==> src/rtl/riscv_timer_pkg.sv <==
// Shared definitions for the machine timer block.
//   - Register byte offsets of the request interface
//   - CTRL bit index of the enable
//   - Write-staging FSM state and staging target encodings
//   - Reset value of the compare register and prescaler count width
package riscv_timer_pkg;

    localparam logic [4:0] ADDR_MTIME_LO = 5'h00;
    localparam logic [4:0] ADDR_MTIME_HI = 5'h04;
    localparam logic [4:0] ADDR_CMP_LO   = 5'h08;
    localparam logic [4:0] ADDR_CMP_HI   = 5'h0C;
    localparam logic [4:0] ADDR_CTRL     = 5'h10;

    localparam int CTRL_EN_BIT = 0;

    // Compare resets to all ones so the interrupt cannot fire before software
    // programs a deadline.
    localparam logic [63:0] CMP_RESET = 64'hFFFF_FFFF_FFFF_FFFF;

    // Wide enough for PRESCALE up to 256 (count runs 0..PRESCALE-1).
    localparam int PRESCALE_W = 8;

    typedef enum logic {
        ST_IDLE,
        ST_STAGED
    } wr_state_e;

    typedef enum logic {
        TGT_MTIME,
        TGT_CMP
    } wr_target_e;

endpackage

==> src/rtl/riscv_counter.sv <==
// 64-bit mtime storage register.
//   clk      : clock
//   rst      : asynchronous reset, active high
//   write_en : load wdata (wins over increment)
//   wdata    : value to load
//   incr_en  : add one, wrapping from 2^64-1 to 0
//   count    : current value
module riscv_counter (
    input  logic        clk,
    input  logic        rst,
    input  logic        write_en,
    input  logic [63:0] wdata,
    input  logic        incr_en,
    output logic [63:0] count
);

    logic [63:0] count_d;
    logic [63:0] count_q;

    always_comb begin
        // NOTE: default first so every path assigns count_d and no latch is inferred.
        count_d = count_q;
        if (write_en) begin
            count_d = wdata;
        end else if (incr_en) begin
            count_d = count_q + 64'd1;
        end
    end

    // NOTE: non-blocking assignments for flops so all state updates see pre-edge values.
    always_ff @(posedge clk or posedge rst) begin
        if (rst) begin
            count_q <= '0;
        end else begin
            count_q <= count_d;
        end
    end

    assign count = count_q;

endmodule

==> src/rtl/riscv_timer_ctrl.sv <==
// RISC-V machine timer: 64-bit mtime with prescaler, 64-bit mtimecmp, level
// interrupt, and a 32-bit register port with atomic LO/HI write staging and a
// HI snapshot for tear-free 64-bit reads.
//   clk       : clock
//   rst       : asynchronous reset, active low
//   req_*     : single-cycle register request (valid, write enable, byte offset, data)
//   rsp_*     : response one cycle after every request (valid, read data)
//   mtime     : current counter value
//   timer_irq : registered EN && (mtime >= mtimecmp)
module riscv_timer_ctrl
    import riscv_timer_pkg::*;
#(
    parameter int unsigned PRESCALE = 1
) (
    input  logic        clk,
    input  logic        rst,
    input  logic        req_valid,
    input  logic        req_we,
    input  logic [4:0]  req_addr,
    input  logic [31:0] req_wdata,
    output logic        rsp_valid,
    output logic [31:0] rsp_rdata,
    output logic [63:0] mtime,
    output logic        timer_irq
);

    localparam logic [PRESCALE_W-1:0] PRESC_LAST = PRESCALE_W'(PRESCALE - 1);

    wr_state_e              state_d,     state_q;
    wr_target_e             target_d,    target_q;
    logic [31:0]            shadow_lo_d, shadow_lo_q;
    logic [31:0]            snapshot_d,  snapshot_q;
    logic [63:0]            cmp_d,       cmp_q;
    logic                   en_d,        en_q;
    logic [PRESCALE_W-1:0]  presc_d,     presc_q;
    logic                   rsp_valid_d, rsp_valid_q;
    logic [31:0]            rdata_d,     rdata_q;
    logic                   irq_d,       irq_q;

    logic                   staged_hit;
    logic                   mtime_wr_en;
    logic [63:0]            mtime_wr_data;
    logic                   tick;

    riscv_counter u_counter (
        .clk      (clk),
        .rst      (!rst),
        .write_en (mtime_wr_en),
        .wdata    (mtime_wr_data),
        .incr_en  (tick),
        .count    (mtime)
    );

    // Only a HI write to the same register that was staged completes staging;
    // anything else aborts it and is then handled as an ordinary access.
    assign staged_hit = (state_q == ST_STAGED) && req_we &&
                        (((req_addr == ADDR_MTIME_HI) && (target_q == TGT_MTIME)) ||
                         ((req_addr == ADDR_CMP_HI)   && (target_q == TGT_CMP)));

    always_comb begin
        state_d       = state_q;
        target_d      = target_q;
        shadow_lo_d   = shadow_lo_q;
        snapshot_d    = snapshot_q;
        cmp_d         = cmp_q;
        en_d          = en_q;
        rdata_d       = '0;
        mtime_wr_en   = 1'b0;
        mtime_wr_data = '0;

        if (req_valid) begin
            state_d = ST_IDLE;
            if (staged_hit) begin
                if (target_q == TGT_CMP) begin
                    cmp_d = {req_wdata, shadow_lo_q};
                end else begin
                    mtime_wr_en   = 1'b1;
                    mtime_wr_data = {req_wdata, shadow_lo_q};
                end
            end else if (req_we) begin
                case (req_addr)
                    ADDR_MTIME_LO: begin
                        shadow_lo_d = req_wdata;
                        target_d    = TGT_MTIME;
                        state_d     = ST_STAGED;
                    end
                    ADDR_CMP_LO: begin
                        shadow_lo_d = req_wdata;
                        target_d    = TGT_CMP;
                        state_d     = ST_STAGED;
                    end
                    ADDR_MTIME_HI: begin
                        mtime_wr_en   = 1'b1;
                        mtime_wr_data = {req_wdata, mtime[31:0]};
                    end
                    ADDR_CMP_HI: cmp_d = {req_wdata, cmp_q[31:0]};
                    ADDR_CTRL:   en_d  = req_wdata[CTRL_EN_BIT];
                    default: ;
                endcase
            end else begin
                case (req_addr)
                    ADDR_MTIME_LO: begin
                        rdata_d    = mtime[31:0];
                        snapshot_d = mtime[63:32];
                    end
                    ADDR_MTIME_HI: rdata_d = snapshot_q;
                    ADDR_CMP_LO:   rdata_d = cmp_q[31:0];
                    ADDR_CMP_HI:   rdata_d = cmp_q[63:32];
                    ADDR_CTRL:     rdata_d[CTRL_EN_BIT] = en_q;
                    default: ;
                endcase
            end
        end
    end

    // Prescaler: one tick every PRESCALE enabled cycles. An mtime write clears
    // it and drops any coincident tick (the counter gives write priority).
    always_comb begin
        tick    = en_q && (presc_q == PRESC_LAST);
        presc_d = presc_q;
        if (mtime_wr_en) begin
            presc_d = '0;
        end else if (en_q) begin
            presc_d = tick ? '0 : presc_q + PRESCALE_W'(1);
        end
    end

    assign rsp_valid_d = req_valid;
    assign irq_d       = en_q && (mtime >= cmp_q);

    always_ff @(posedge clk or negedge rst) begin
        if (!rst) begin
            state_q     <= ST_IDLE;
            target_q    <= TGT_MTIME;
            shadow_lo_q <= '0;
            snapshot_q  <= '0;
            cmp_q       <= CMP_RESET;
            en_q        <= 1'b0;
            presc_q     <= '0;
            rsp_valid_q <= 1'b0;
            rdata_q     <= '0;
            irq_q       <= 1'b0;
        end else begin
            state_q     <= state_d;
            target_q    <= target_d;
            shadow_lo_q <= shadow_lo_d;
            snapshot_q  <= snapshot_d;
            cmp_q       <= cmp_d;
            en_q        <= en_d;
            presc_q     <= presc_d;
            rsp_valid_q <= rsp_valid_d;
            rdata_q     <= rdata_d;
            irq_q       <= irq_d;
        end
    end

    assign rsp_valid = rsp_valid_q;
    assign rsp_rdata = rdata_q;
    assign timer_irq = irq_q;

endmodule

==> config.mk <==
export PLATFORM = sky130hd
export DESIGN_NAME = riscv_timer_ctrl
export DESIGN_NICKNAME = d
export VERILOG_FILES = /design/src/rtl/riscv_timer_pkg.sv /design/src/rtl/riscv_counter.sv /design/src/rtl/riscv_timer_ctrl.sv
export SDC_FILE = /design/constraint.sdc
export NUM_CORES = 1
export LEC_CHECK = 0
export BUFFER_PORTS_ARGS = -buffer_cell sky130_fd_sc_hd__buf_2
export CAP_MARGIN = 0
export CORE_MARGIN = 4
export CORE_UTILIZATION = 36
export DETAILED_ROUTE_END_ITERATION = 16
export PLACE_DENSITY = 0.59
export RECOVER_POWER = 25
export SYNTH_ARGS = -nofsm -noshare
export SYNTH_HDL_FRONTEND = slang
export SYNTH_SLANG_ARGS = --single-unit
==> constraint.sdc <==
create_clock -name clk -period 2.75 [get_ports clk]
set_input_delay 0.4125 -clock clk [delete_from_list [all_inputs] [get_ports clk]]
set_output_delay 0.4125 -clock clk [all_outputs]
set_load 0.02 [all_outputs]
==> results.txt <==
- The share of total power dissipated in the clock network is 0.371.
- The number of antenna diodes in the final layout is 0.
- Clock latency on the worst-skew pair, taken at its later pin, is 0.53 ns.
- Across the run, the number of max-cap violations was 0.
- Number of search-and-repair iterations in the first detailed-routing pass: 6
- In the final routed layout, each cell accounts on average for 21.8 µm.
- Of the total synthesized cell area, the portion taken by XOR and XNOR cells is 0.0226.
- Library cell with the highest instance count after synthesis: sky130_fd_sc_hd__dfrtp_1
* Part of the Yosys area used for sequential elements: 0.485
- Sw Ratio: 0.293
- Gr usage total: 0.206
- Internal power contribution: 0.00660 W
* Synth top cells by count: sky130_fd_sc_hd__dfrtp_1, sky130_fd_sc_hd__mux2_2, sky130_fd_sc_hd__nand2_1, sky130_fd_sc_hd__a21oi_1, sky130_fd_sc_hd__inv_1
* Worst R2R Path Depth: 8
- Transition time of the tightest slew-check pin: 1.42 ns
* Pin count of the biggest net entering global routing: 83
* Unrepaired setup endpoints after global routing: false
- In this run the number of H-tree levels came out at 1.
- The number of endpoints with negative hold slack in the final report was 0.
- Clock tree from TritonCTS: done
- The first routing iteration left 843 violations.
* Layout cell share with drive strength beyond 1: 0.330
* Root cell of the clock tree: sky130_fd_sc_hd__clkbuf_16
- Headroom to the max-slew limit came out at 0.0532.
* Avg Inst Size Synth: 10.5 µm²
- The worst hold path terminates at rsp_valid.
- Largest fanout on the critical path: 3
* CORE AREA: 33800 µm²
- The setup check on the worst reg-to-reg path leaves a slack of 0.23 ns.
- When the netlist entered floorplanning its net count stood at 1284.
- Number of buffers inserted during clock tree synthesis: 27
- Synthesized-area fraction occupied by ao, oa, aoi and oai cells: 0.124
* Adder-cell area share of the yosys netlist: 0.0676
* Worst-case clock buffer depth: 3
- Area leader, netlist: sky130_fd_sc_hd__dfrtp_1
- Post-Synthesis Cells: 1176
* Signed area change from the synthesized netlist to the final layout: 19.9%
- The max-slew violation total from the final report is 0.
* Row Count: 67
- Total number of clock tree sinks: 237
- The routed layout has 10.1k vias.
- Logic pwr share: 0.157
* Crit path time final: 2.52 ns
- Number of DRC violations after detailed routing: 0
* Max Clock Skew: 0.0100 ns
- Number of vias per cell: 5.57
- In this run, synthesis produced a sequential element count of 237.
- Critical path required time: 3.15 ns
- In this run the critical register-to-register path is launched from cmp_q[5].
- Counting instances, the worst hold path has a depth of 1.
* Static leakage: 6.26 nW
- During synthesis, Yosys emitted a total of 0 warnings.
* Hold WC Path Type: in -> reg
- By area the synthesized netlist is led by sky130_fd_sc_hd__dfrtp_1, sky130_fd_sc_hd__dfstp_2, sky130_fd_sc_hd__mux2_2.
- For the worst setup path, the data arrival time is 2.91 ns.
* Endpoint of the worst register-to-register path: timer_irq
- Total setup buffers inserted after CTS: 0
- Clock-pin transition on the worst setup and hold timing paths: 0.06 ns
* Simple-gate area share of the yosys netlist: 0.133
- Sw power: 0.00273 W
* Total wire length after detailed routing: 39.6 mm
- For the final routed database, the setup TNS stands at 0 ns.
- Post-Synthesis Cell Area: 12400 µm²
* Residual overflow from global routing: 0
* Fraction of the cycle the final worst path needs: 0.915
* Wire length of the first global-routing pass: 62.1 mm
- Die Ht: 194 µm
- Die outline width: 194 µm
* Number of nets in the finished design: 1455
- Critical path class: reg -> reg
- Start point of the worst min-delay path: req_valid
- Count of different cell masters after synthesis: 60
- Dominant combinational cell family by area after synthesis: simple AND/OR/NAND/NOR gates
- Starting Density: 0.367
- The worst setup path is captured at a register.
- The synthesized design contains 0 enable-type register cells.
- Max Clock Freq: 398 MHz
- In this run the power density over the cells is 627 nW/µm².
* Mux contribution to synthesized area: 0.124
- DIE AREA: 37500 µm²
* Number of antenna violations at the first check in global routing: 1
* Yosys top cell area share: 0.349
- Share of flip-flops with an asynchronous set or reset after synthesis: 1.00
- The detail route stage leaves a number of antenna-violating nets equal to 0.
- The via count of the first global-routing pass was 10.3k.
- In the synthesized netlist the dominant register cell turns out to be sky130_fd_sc_hd__dfrtp_1.
- Measured on the finished design, the core utilization comes to 0.440.
- Across the VDD grid, the largest voltage drop is 477 µV.
- 139 I/O pins were placed.
* Sequential group share of total power: 0.472
- Critical path launch point type: register
* Result of the run: finished, final reports clean
* Gpl congestion: 0.858
- Total of buffers placed on input and output ports: 138
- # setup viols final: 0
- Detailed placement finished with a half-perimeter wire length of 28.3 mm.
how the worst max path moves through the flow:
stage / start / to / slack (ns) / cells after the start
2_1_floorplan: u_counter.count[17] / u_counter.count[31] / 0.38 / 8
3_3_place_gp: u_counter.count[0] / timer_irq / 0.31 / 7
3_5_place_dp: presc_q[0] / u_counter.count[43] / 0.23 / 9
4_1_cts: u_counter.count[0] / timer_irq / 0.17 / 7
5_1_grt: rst / shadow_lo_q[24] / 0.05 / 3
6_report: cmp_q[5] / timer_irq / 0.23 / 8
per-stage QoR:
step / worst slack (ns) / total power [W] / instances / hold slack [ns] / cell area [µm²]
detailed placement: 0.233 / 0.00592 / 1765 / 0.364 / 14100
global route: 0.0540 / 0.00979 / 1814 / 0.0268 / 14900
floorplan: 0.385 / 0.00522 / 1176 / 0.117 / 12400
finish: 0.235 / 0.00933 / 1814 / 0.0493 / 14900
global placement: 0.310 / 0.00588 / 1765 / 0.365 / 14100
CTS: 0.173 / 0.00943 / 1814 / 0.00783 / 14900
area by class of cell:
class | instances | area, µm²
multi-input combinational | 798 | 5880
fill | 3242 | 18900
sequential | 237 | 6010
inverter | 77 | 289
clock buffer | 42 | 812
tap | 448 | 561
timing repair buffer | 206 | 1300
clock inverter | 6 | 32.5
power by group through the flow:
stage	clock, W	sequential [W]	combinational (W)
6_report	0.00346	0.00441	0.00146
5_1_grt	0.00370	0.00446	0.00163
4_1_cts	0.00355	0.00439	0.00148
3_5_place_dp	0	0.00445	0.00147
3_3_place_gp	0	0.00444	0.00144
2_1_floorplan	0	0.00441	0.000806
kinds of logic after synthesis:
family | count (synthesis)
simple gates | 319
mux | 138
xor+xnor | 32
buf+inv | 141
compound gates | 242
fa+ha+maj | 67
flops | 237
routing by layer:
layer / up-vias / wire, µm / track usage
met5: - / 13 / 0
met4: 2 / 967 / 0.0535
met3: 70 / 2410 / 0.0351
met2: 318 / 18200 / 0.329
met1: 5076 / 18000 / 0.294
li1: 4642 / - / -
layout by cell type, fill, tap and decap left out, types with 3 or more instances in the layout:
master / Yosys / layout
sky130_fd_sc_hd__a21oi_1: 84 / 83
sky130_fd_sc_hd__a221o_1: 8 / 8
sky130_fd_sc_hd__a221oi_1: 4 / 4
sky130_fd_sc_hd__a222oi_1: 33 / 33
sky130_fd_sc_hd__a22oi_1: 13 / 13
sky130_fd_sc_hd__a31oi_1: 8 / 8
sky130_fd_sc_hd__a32oi_1: 3 / 3
sky130_fd_sc_hd__and2_1: 8 / 8
sky130_fd_sc_hd__and3_1: 15 / 14
sky130_fd_sc_hd__and4_1: 10 / 10
sky130_fd_sc_hd__buf_12: 0 / 8
sky130_fd_sc_hd__buf_2: 7 / 136
sky130_fd_sc_hd__buf_4: 1 / 56
sky130_fd_sc_hd__clkbuf_1: 50 / 9
sky130_fd_sc_hd__clkbuf_16: 0 / 27
sky130_fd_sc_hd__clkbuf_8: 0 / 8
sky130_fd_sc_hd__clkinv_2: 0 / 5
sky130_fd_sc_hd__dfrtp_1: 173 / 173
sky130_fd_sc_hd__dfstp_2: 64 / 64
sky130_fd_sc_hd__ha_1: 67 / 67
sky130_fd_sc_hd__inv_1: 77 / 77
sky130_fd_sc_hd__mux2_2: 128 / 128
sky130_fd_sc_hd__mux2i_1: 8 / 8
sky130_fd_sc_hd__nand2_1: 111 / 111
sky130_fd_sc_hd__nand3_1: 29 / 29
sky130_fd_sc_hd__nand4_1: 37 / 37
sky130_fd_sc_hd__nor2_1: 43 / 41
sky130_fd_sc_hd__nor2b_1: 6 / 5
sky130_fd_sc_hd__nor3_1: 21 / 21
sky130_fd_sc_hd__nor4_1: 13 / 13
sky130_fd_sc_hd__o21ai_0: 70 / 69
sky130_fd_sc_hd__o21ai_1: 2 / 3
sky130_fd_sc_hd__or3_1: 5 / 5
sky130_fd_sc_hd__xnor2_1: 8 / 8
sky130_fd_sc_hd__xor2_1: 24 / 24
state kept, by name, indices dropped and copies added, names as in the netlist:
signal and count:
cmp_q 64, en_q 1, presc_q 8, rsp_rdata 32, rsp_valid 1, shadow_lo_q 32
snapshot_q 32, state_q 1, target_q 1, timer_irq 1, u_counter.count 64
timing repair:
action | CTS | global route
hold buffers | 1 | 0
gates resized for setup | 0 | 2
hold endpoints to repair | 38 | 0
setup endpoints to repair | 0 | 4
worst max-delay path, cell delays in order (launching register included):
cell and delay (ns):
sky130_fd_sc_hd__dfstp_2 0.54, sky130_fd_sc_hd__inv_1 0.04, sky130_fd_sc_hd__ha_1 0.28, sky130_fd_sc_hd__a21oi_1 0.19, sky130_fd_sc_hd__o21a_1 0.15, sky130_fd_sc_hd__o221ai_1 0.16
sky130_fd_sc_hd__a2111o_1 0.46, sky130_fd_sc_hd__a2111oi_0 0.41, sky130_fd_sc_hd__o21ai_0 0.15
Power figures use the tool's default switching activity.
